==> src/rtl/cdc_fifo_pkg.sv <==
// Shared definitions for the dual-clock FIFO: pointer width defaults and
// Gray/binary conversion used on both sides of the clock boundary.
package cdc_fifo_pkg;

  localparam int ADDRESS_WIDTH_DEFAULT = 4;
  localparam int DATA_WIDTH_DEFAULT    = 8;
  localparam int POINTER_MAX_WIDTH     = 16;

  typedef logic [POINTER_MAX_WIDTH-1:0] pointer_t;

  function automatic pointer_t binary_to_gray(input pointer_t b, input int address_width);
    pointer_t mask;
    mask = (pointer_t'(1) << address_width) - pointer_t'(1);
    return (b ^ (b >> 1)) & mask;
  endfunction

  // Prefix XOR from the MSB down; bits above address_width stay zero.
  function automatic pointer_t gray_to_binary(input pointer_t g, input int address_width);
    pointer_t b;
    logic     acc;
    b   = '0;
    acc = 1'b0;
    for (int i = POINTER_MAX_WIDTH - 1; i >= 0; i--) begin
      if (i < address_width) acc = acc ^ g[i];
      b[i] = acc;
    end
    return b;
  endfunction

endpackage

==> src/rtl/cdc_fifo_read_port_if.sv <==
// Read-port bus: write-pointer input, memory read port, and the consumer stream.
interface cdc_fifo_read_port_if
  import cdc_fifo_pkg::*;
#(
  parameter int ADDRESS_WIDTH = ADDRESS_WIDTH_DEFAULT,
  parameter int DATA_WIDTH    = DATA_WIDTH_DEFAULT
);
  logic [ADDRESS_WIDTH-1:0] write_address_gray;
  logic [ADDRESS_WIDTH-1:0] read_address;
  logic [ADDRESS_WIDTH-1:0] read_address_gray;
  logic [DATA_WIDTH-1:0]    read_data;
  logic [DATA_WIDTH-1:0]    data;
  logic                     valid;
  logic                     ready;
  logic                     empty;
  logic [ADDRESS_WIDTH:0]   level;

  modport master (
    input  write_address_gray, read_data, ready,
    output read_address, read_address_gray, data, valid, empty, level
  );

  modport slave (
    output write_address_gray, read_data, ready,
    input  read_address, read_address_gray, data, valid, empty, level
  );
endinterface

==> src/rtl/cdc_fifo_sync.sv <==
// Multi-flop synchroniser for a Gray-coded pointer crossing into this clock.
module cdc_fifo_sync #(
  parameter int WIDTH       = 4,
  parameter int SYNC_STAGES = 2
) (
  input  logic             clock,
  input  logic             reset_n,
  input  logic [WIDTH-1:0] async_in,
  output logic [WIDTH-1:0] sync_out
);
  logic [SYNC_STAGES-1:0][WIDTH-1:0] chain;

  always_ff @(posedge clock or negedge reset_n) begin
    if (!reset_n) chain <= '0;
    else          chain <= {chain[SYNC_STAGES-2:0], async_in};
  end

  assign sync_out = chain[SYNC_STAGES-1];
endmodule

==> src/rtl/cdc_fifo_read_port.sv <==
// Read-domain half of the dual-clock FIFO: syncs the write pointer, owns the
// read pointers, and registers memory words onto a valid/ready stream.
module cdc_fifo_read_port
  import cdc_fifo_pkg::*;
#(
  parameter int ADDRESS_WIDTH = ADDRESS_WIDTH_DEFAULT,
  parameter int DATA_WIDTH    = DATA_WIDTH_DEFAULT,
  parameter int SYNC_STAGES   = 2
) (
  input  logic                  clock,
  input  logic                  reset_n,
  cdc_fifo_read_port_if.master  bus
);
  logic [ADDRESS_WIDTH-1:0] write_sync_gray;
  logic [ADDRESS_WIDTH-1:0] write_sync;
  logic [ADDRESS_WIDTH-1:0] read_address_q;
  logic [ADDRESS_WIDTH-1:0] read_address_next;
  logic [ADDRESS_WIDTH-1:0] read_address_gray_q;
  logic [ADDRESS_WIDTH-1:0] occupancy;
  logic [DATA_WIDTH-1:0]    data_q;
  logic                     valid_q;
  logic                     empty;
  logic                     pop;

  cdc_fifo_sync #(
    .WIDTH       (ADDRESS_WIDTH),
    .SYNC_STAGES (SYNC_STAGES)
  ) u_write_sync (
    .clock    (clock),
    .reset_n  (reset_n),
    .async_in (bus.write_address_gray),
    .sync_out (write_sync_gray)
  );

  always_comb begin
    write_sync        = ADDRESS_WIDTH'(gray_to_binary(pointer_t'(write_sync_gray), ADDRESS_WIDTH));
    empty             = (read_address_q == write_sync);
    pop               = !empty && (!valid_q || bus.ready);
    read_address_next = read_address_q + ADDRESS_WIDTH'(1);
    occupancy         = write_sync - read_address_q;
  end

  // The Gray pointer is registered alongside the binary one so the write
  // domain only ever samples a flop output.
  always_ff @(posedge clock or negedge reset_n) begin
    if (!reset_n) begin
      read_address_q      <= '0;
      read_address_gray_q <= '0;
      data_q              <= '0;
      valid_q             <= 1'b0;
    end else if (pop) begin
      data_q              <= bus.read_data;
      valid_q             <= 1'b1;
      read_address_q      <= read_address_next;
      read_address_gray_q <= ADDRESS_WIDTH'(binary_to_gray(pointer_t'(read_address_next), ADDRESS_WIDTH));
    end else if (valid_q && bus.ready) begin
      valid_q <= 1'b0;
    end
  end

  assign bus.read_address      = read_address_q;
  assign bus.read_address_gray = read_address_gray_q;
  assign bus.data              = data_q;
  assign bus.valid             = valid_q;
  assign bus.empty             = empty;
  assign bus.level             = {1'b0, occupancy} + (ADDRESS_WIDTH+1)'(valid_q);
endmodule

==> src/flat_wrapper.sv <==
// flat-port wrapper written by rule: the top's interface ports become plain ports
module cdc_fifo_read_port_flat import cdc_fifo_pkg::*;
#(
  parameter int ADDRESS_WIDTH = ADDRESS_WIDTH_DEFAULT,
  parameter int DATA_WIDTH    = DATA_WIDTH_DEFAULT,
  parameter int SYNC_STAGES   = 2
)
  (clock, reset_n, bus_write_address_gray, bus_read_data, bus_ready, bus_read_address, bus_read_address_gray, bus_data, bus_valid, bus_empty, bus_level);
  cdc_fifo_read_port_if #(.ADDRESS_WIDTH(ADDRESS_WIDTH), .DATA_WIDTH(DATA_WIDTH)) bus_i ();
  input  logic clock;
  input  logic reset_n;
  input wire logic [$bits(bus_i.write_address_gray)-1:0] bus_write_address_gray;
  input wire logic [$bits(bus_i.read_data)-1:0] bus_read_data;
  input wire logic [$bits(bus_i.ready)-1:0] bus_ready;
  output wire logic [$bits(bus_i.read_address)-1:0] bus_read_address;
  output wire logic [$bits(bus_i.read_address_gray)-1:0] bus_read_address_gray;
  output wire logic [$bits(bus_i.data)-1:0] bus_data;
  output wire logic [$bits(bus_i.valid)-1:0] bus_valid;
  output wire logic [$bits(bus_i.empty)-1:0] bus_empty;
  output wire logic [$bits(bus_i.level)-1:0] bus_level;
  assign bus_i.write_address_gray = bus_write_address_gray;
  assign bus_i.read_data = bus_read_data;
  assign bus_i.ready = bus_ready;
  assign bus_read_address = bus_i.read_address;
  assign bus_read_address_gray = bus_i.read_address_gray;
  assign bus_data = bus_i.data;
  assign bus_valid = bus_i.valid;
  assign bus_empty = bus_i.empty;
  assign bus_level = bus_i.level;
  cdc_fifo_read_port #(.ADDRESS_WIDTH(ADDRESS_WIDTH), .DATA_WIDTH(DATA_WIDTH), .SYNC_STAGES(SYNC_STAGES)) u_core (.clock(clock), .reset_n(reset_n), .bus(bus_i));
endmodule
==> config.mk <==
export PLATFORM = sky130hd
export DESIGN_NAME = cdc_fifo_read_port_flat
export DESIGN_NICKNAME = d
export VERILOG_FILES = /design/src/rtl/cdc_fifo_pkg.sv /design/src/rtl/cdc_fifo_read_port_if.sv /design/src/rtl/cdc_fifo_sync.sv /design/src/rtl/cdc_fifo_read_port.sv /design/src/flat_wrapper.sv
export SDC_FILE = /design/constraint.sdc
export NUM_CORES = 1
export LEC_CHECK = 0
export ABC_CLOCK_PERIOD_IN_PS = 4700
export CAP_MARGIN = 20
export CORE_UTILIZATION = 45
export DETAILED_ROUTE_END_ITERATION = 12
export PLACE_DENSITY = 0.91
export SYNTH_ARGS = -nofsm -noshare
export SYNTH_HDL_FRONTEND = slang
export SYNTH_SLANG_ARGS = --single-unit
==> constraint.sdc <==
create_clock -name clock -period 4.7 [get_ports clock]
set_input_delay 0.705 -clock clock [delete_from_list [all_inputs] [get_ports clock]]
set_output_delay 0.705 -clock clock [all_outputs]
set_load 0.005 [all_outputs]
==> results.sh <==
export IMPL_whs_endpoint="u_core.u_write_sync.sync_out[1]"
export IMPL_crit_type="register to primary output"
export IMPL_setup_worst_path_start="u_core.u_write_sync.sync_out[3]"
export IMPL_clkTransAtPathRegs_ps=120
export IMPL_drt_iter0_markers=6
export IMPL_num_nets_final=143
export IMPL_hold_viol_final=0
export IMPL_cellLeakagePower_nw=0.715
export IMPL_finClkSkew_ps=4.43
export IMPL_drv_cap=0
export IMPL_drive_above_1_share=0.167
export IMPL_routed_wl_um=2100
export IMPL_period_share=0.844
export IMPL_finalCriticalPeriod_ps=3960
export IMPL_cpMaxStageDelayCell="clkdlybuf4s50_1"
export IMPL_grt_pass1_vias=862
export IMPL_cts_sinks=24
export IMPL_slowest_delay_ps=470
export IMPL_grt_first_pass_wirelength_um=3660
export IMPL_num_rows=17
export IMPL_reg2reg_from="u_core.u_write_sync.sync_out[3]"
export IMPL_yosys_warnings=0
export IMPL_synth_top_area_share=0.521
export IMPL_dp_hpwl_um=1600
export IMPL_n_antenna_cell=0
export IMPL_cp_data_required_time_ps=3990
export IMPL_grt_use_total=0.187
export IMPL_port_buffer_count=37
export IMPL_antenna_found_initial=0
export IMPL_rr_worst_depth=7
export IMPL_async_flop_share=1.00
export IMPL_syn_inst=80
export IMPL_overflow=0
export IMPL_stdcell_count=148
export IMPL_post_drt_via_cell_ratio=5.19
export IMPL_drtAntennaViolNets=0
export IMPL_p_per_area_nw_per_um2=728
export IMPL_maxSlewHeadroom=0.439
export IMPL_start_kind="register"
export IMPL_htreeDepth=1
export IMPL_tns_ps=0
export IMPL_synth_edf_count=0
export IMPL_area_growth_pct=40.5
export IMPL_status="completed"
export IMPL_tightest_slew_ps=841
export IMPL_crit_arrival_ps=3260
export IMPL_first_pass_iters=4
export IMPL_hold_buffers=0
export IMPL_rr_endpoint="u_core.bus.read_address_gray[0]"
export IMPL_cts_tree="built"
export IMPL_synth_most_common_cell="dfrtp_1"
export IMPL_crit_chain="xor2_1 > xor2_1 > xnor2_1 > ha_1 > inv_1 > fa_1 > xor2_1 > nand3_1 > xor3_4 > clkdlybuf4s50_1"
export IMPL_place_inst=143
export IMPL_min_path_cells=0
export IMPL_vdd_ir_drop_worst_mv=0.559
export IMPL_die_area_um2=2770
export IMPL_die_w_um=52.6
export IMPL_gp_congestion=0.776
export IMPL_crit_fanout=3
export IMPL_ios=38
export IMPL_setup_viol=0
export IMPL_slew_violations=0
export IMPL_netlist_area_um2=1150
export IMPL_post_cts_buffers=0
export IMPL_cts_made_buffers=3
export IMPL_crit_buf_inv=2
export IMPL_dieHeight_um=52.6
export IMPL_synth_area_leaders="dfrtp_1, mux2_4, xnor2_1"
export IMPL_placed_cell_area_um2=1540
export IMPL_core_area_um2=2320
export IMPL_ys_types=23
export IMPL_fillCellCount=179
export IMPL_root_buffer="clkbuf_4"
export IMPL_start_util=0.498
export IMPL_ys_flop_type="dfrtp_1"
export IMPL_ys_seq_elements=24
export IMPL_ys_top_cells_by_count="dfrtp_1, mux2_4, xnor2_1"
export IMPL_vias=768
export IMPL_final_area_um2=1620
export IMPL_wl_per_cell_um=14.2
export IMPL_cts_buffer_depth=2
export IMPL_crit_top_cell="xor2_1"
export IMPL_max_freq_ghz=0.252
export IMPL_cts_resized=0
export IMPL_rsz0062_at_grt="no"
export IMPL_drc=0
export IMPL_clk_latency_ps=310
export IMPL_synth_avg_cell_area_um2=14.4
export IMPL_hold_path_class="register to register"
export IMPL_path_delay_family="XOR/XNOR gates"
export IMPL_synth_nets=102
export IMPL_ys_seq_area_frac=0.521
export IMPL_end_kind="primary output"
export IMPL_synth_top_area_cell="dfrtp_1"
export IMPL_hp_start="u_core.u_write_sync.chain[1]"
export IMPL_rrSetupSlack_ps=1900
export IMPL_grt_max_degree=25
report_power, final:
group	switching [mW]	total, mW	leakage [nW]	internal (mW)
logic	0.246	0.703	0.409	0.457
registers	0.0626	0.331	0.277	0.268
clock network	0.0589	0.145	0.0279	0.0863
logic make-up after synthesis:
| logic type | count (synthesis) | synth area share |
|---|---|---|
| adders and majority gates | 7 | 0.0824 |
| AOI/OAI and AO/OA | 6 | 0.0358 |
| buffers and inverters | 6 | 0.0293 |
| and+or+nand+nor | 10 | 0.0488 |
| xor gates and xnor gates | 15 | 0.137 |
| muxes | 12 | 0.146 |
| DFF | 24 | 0.521 |
per-layer routing:
metal | wire length, µm | vias up | GRT usage
met2 | 1050 | 40 | 0.338
li1 | - | 353 | -
met3 | 171 | 6 | 0.0319
met1 | 824 | 369 | 0.206
met5 | 0 | - | 0
met4 | 56 | 0 | 0.101
state kept, by name, summed over array words and instances (netlist names):
name / count
u_core.u_write_sync.sync_out: 4
u_core.u_write_sync.chain: 4
u_core.bus.read_address_gray: 4
u_core.bus.valid: 1
u_core.bus.data: 8
u_core.bus.read_address: 3
cell type report:
cell class              count  area [µm²]  share of cell area
clock buffers               3        22.5              0.0139
clock inverters             1        30.0              0.0185
inverters                   4        15.0             0.00927
multi-input cells          50         519               0.320
flip-flops and latches     24         601               0.371
well taps                  28        35.0              0.0216
repair buffers             38         398               0.246
layout by cell type (no fill, tap or decap), drive strengths merged:
master	n
clkdlybuf4s50	37
dfrtp	24
mux2	12
xnor2	9
ha	6
xor2	5
inv	4
nand3	3
clkbuf	3
a21oi	2
nand2	2
o211ai	2
nand3b	1
and4b	1
nor2	1
xor3	1
nand2b	1
o21ai	1
and3	1
a21boi	1
fa	1
bufinv	1
buf	1
through the flow:
step            util  worst slack [ps]  hold WS (ps)  power [mW]
6_report       0.699               735           364        1.18
3_5_place_dp   0.664              1060           339        1.04
5_1_grt        0.699               464           384        1.28
4_1_cts        0.687               686           368        1.19
3_3_place_gp   0.664              1220           335        1.01
2_1_floorplan      -              1720           331       0.722
worst max-delay path by stage:
stage,cells after the start,end,slack (ps)
after CTS,10,bus_level[3],690
after detailed placement,10,bus_level[3],1060
after floorplan,9,bus_level[3],1720
after global routing,10,bus_level[3],460
after global placement,10,bus_level[3],1220
final,10,bus_level[3],740
(Power assumes the default switching activity.)
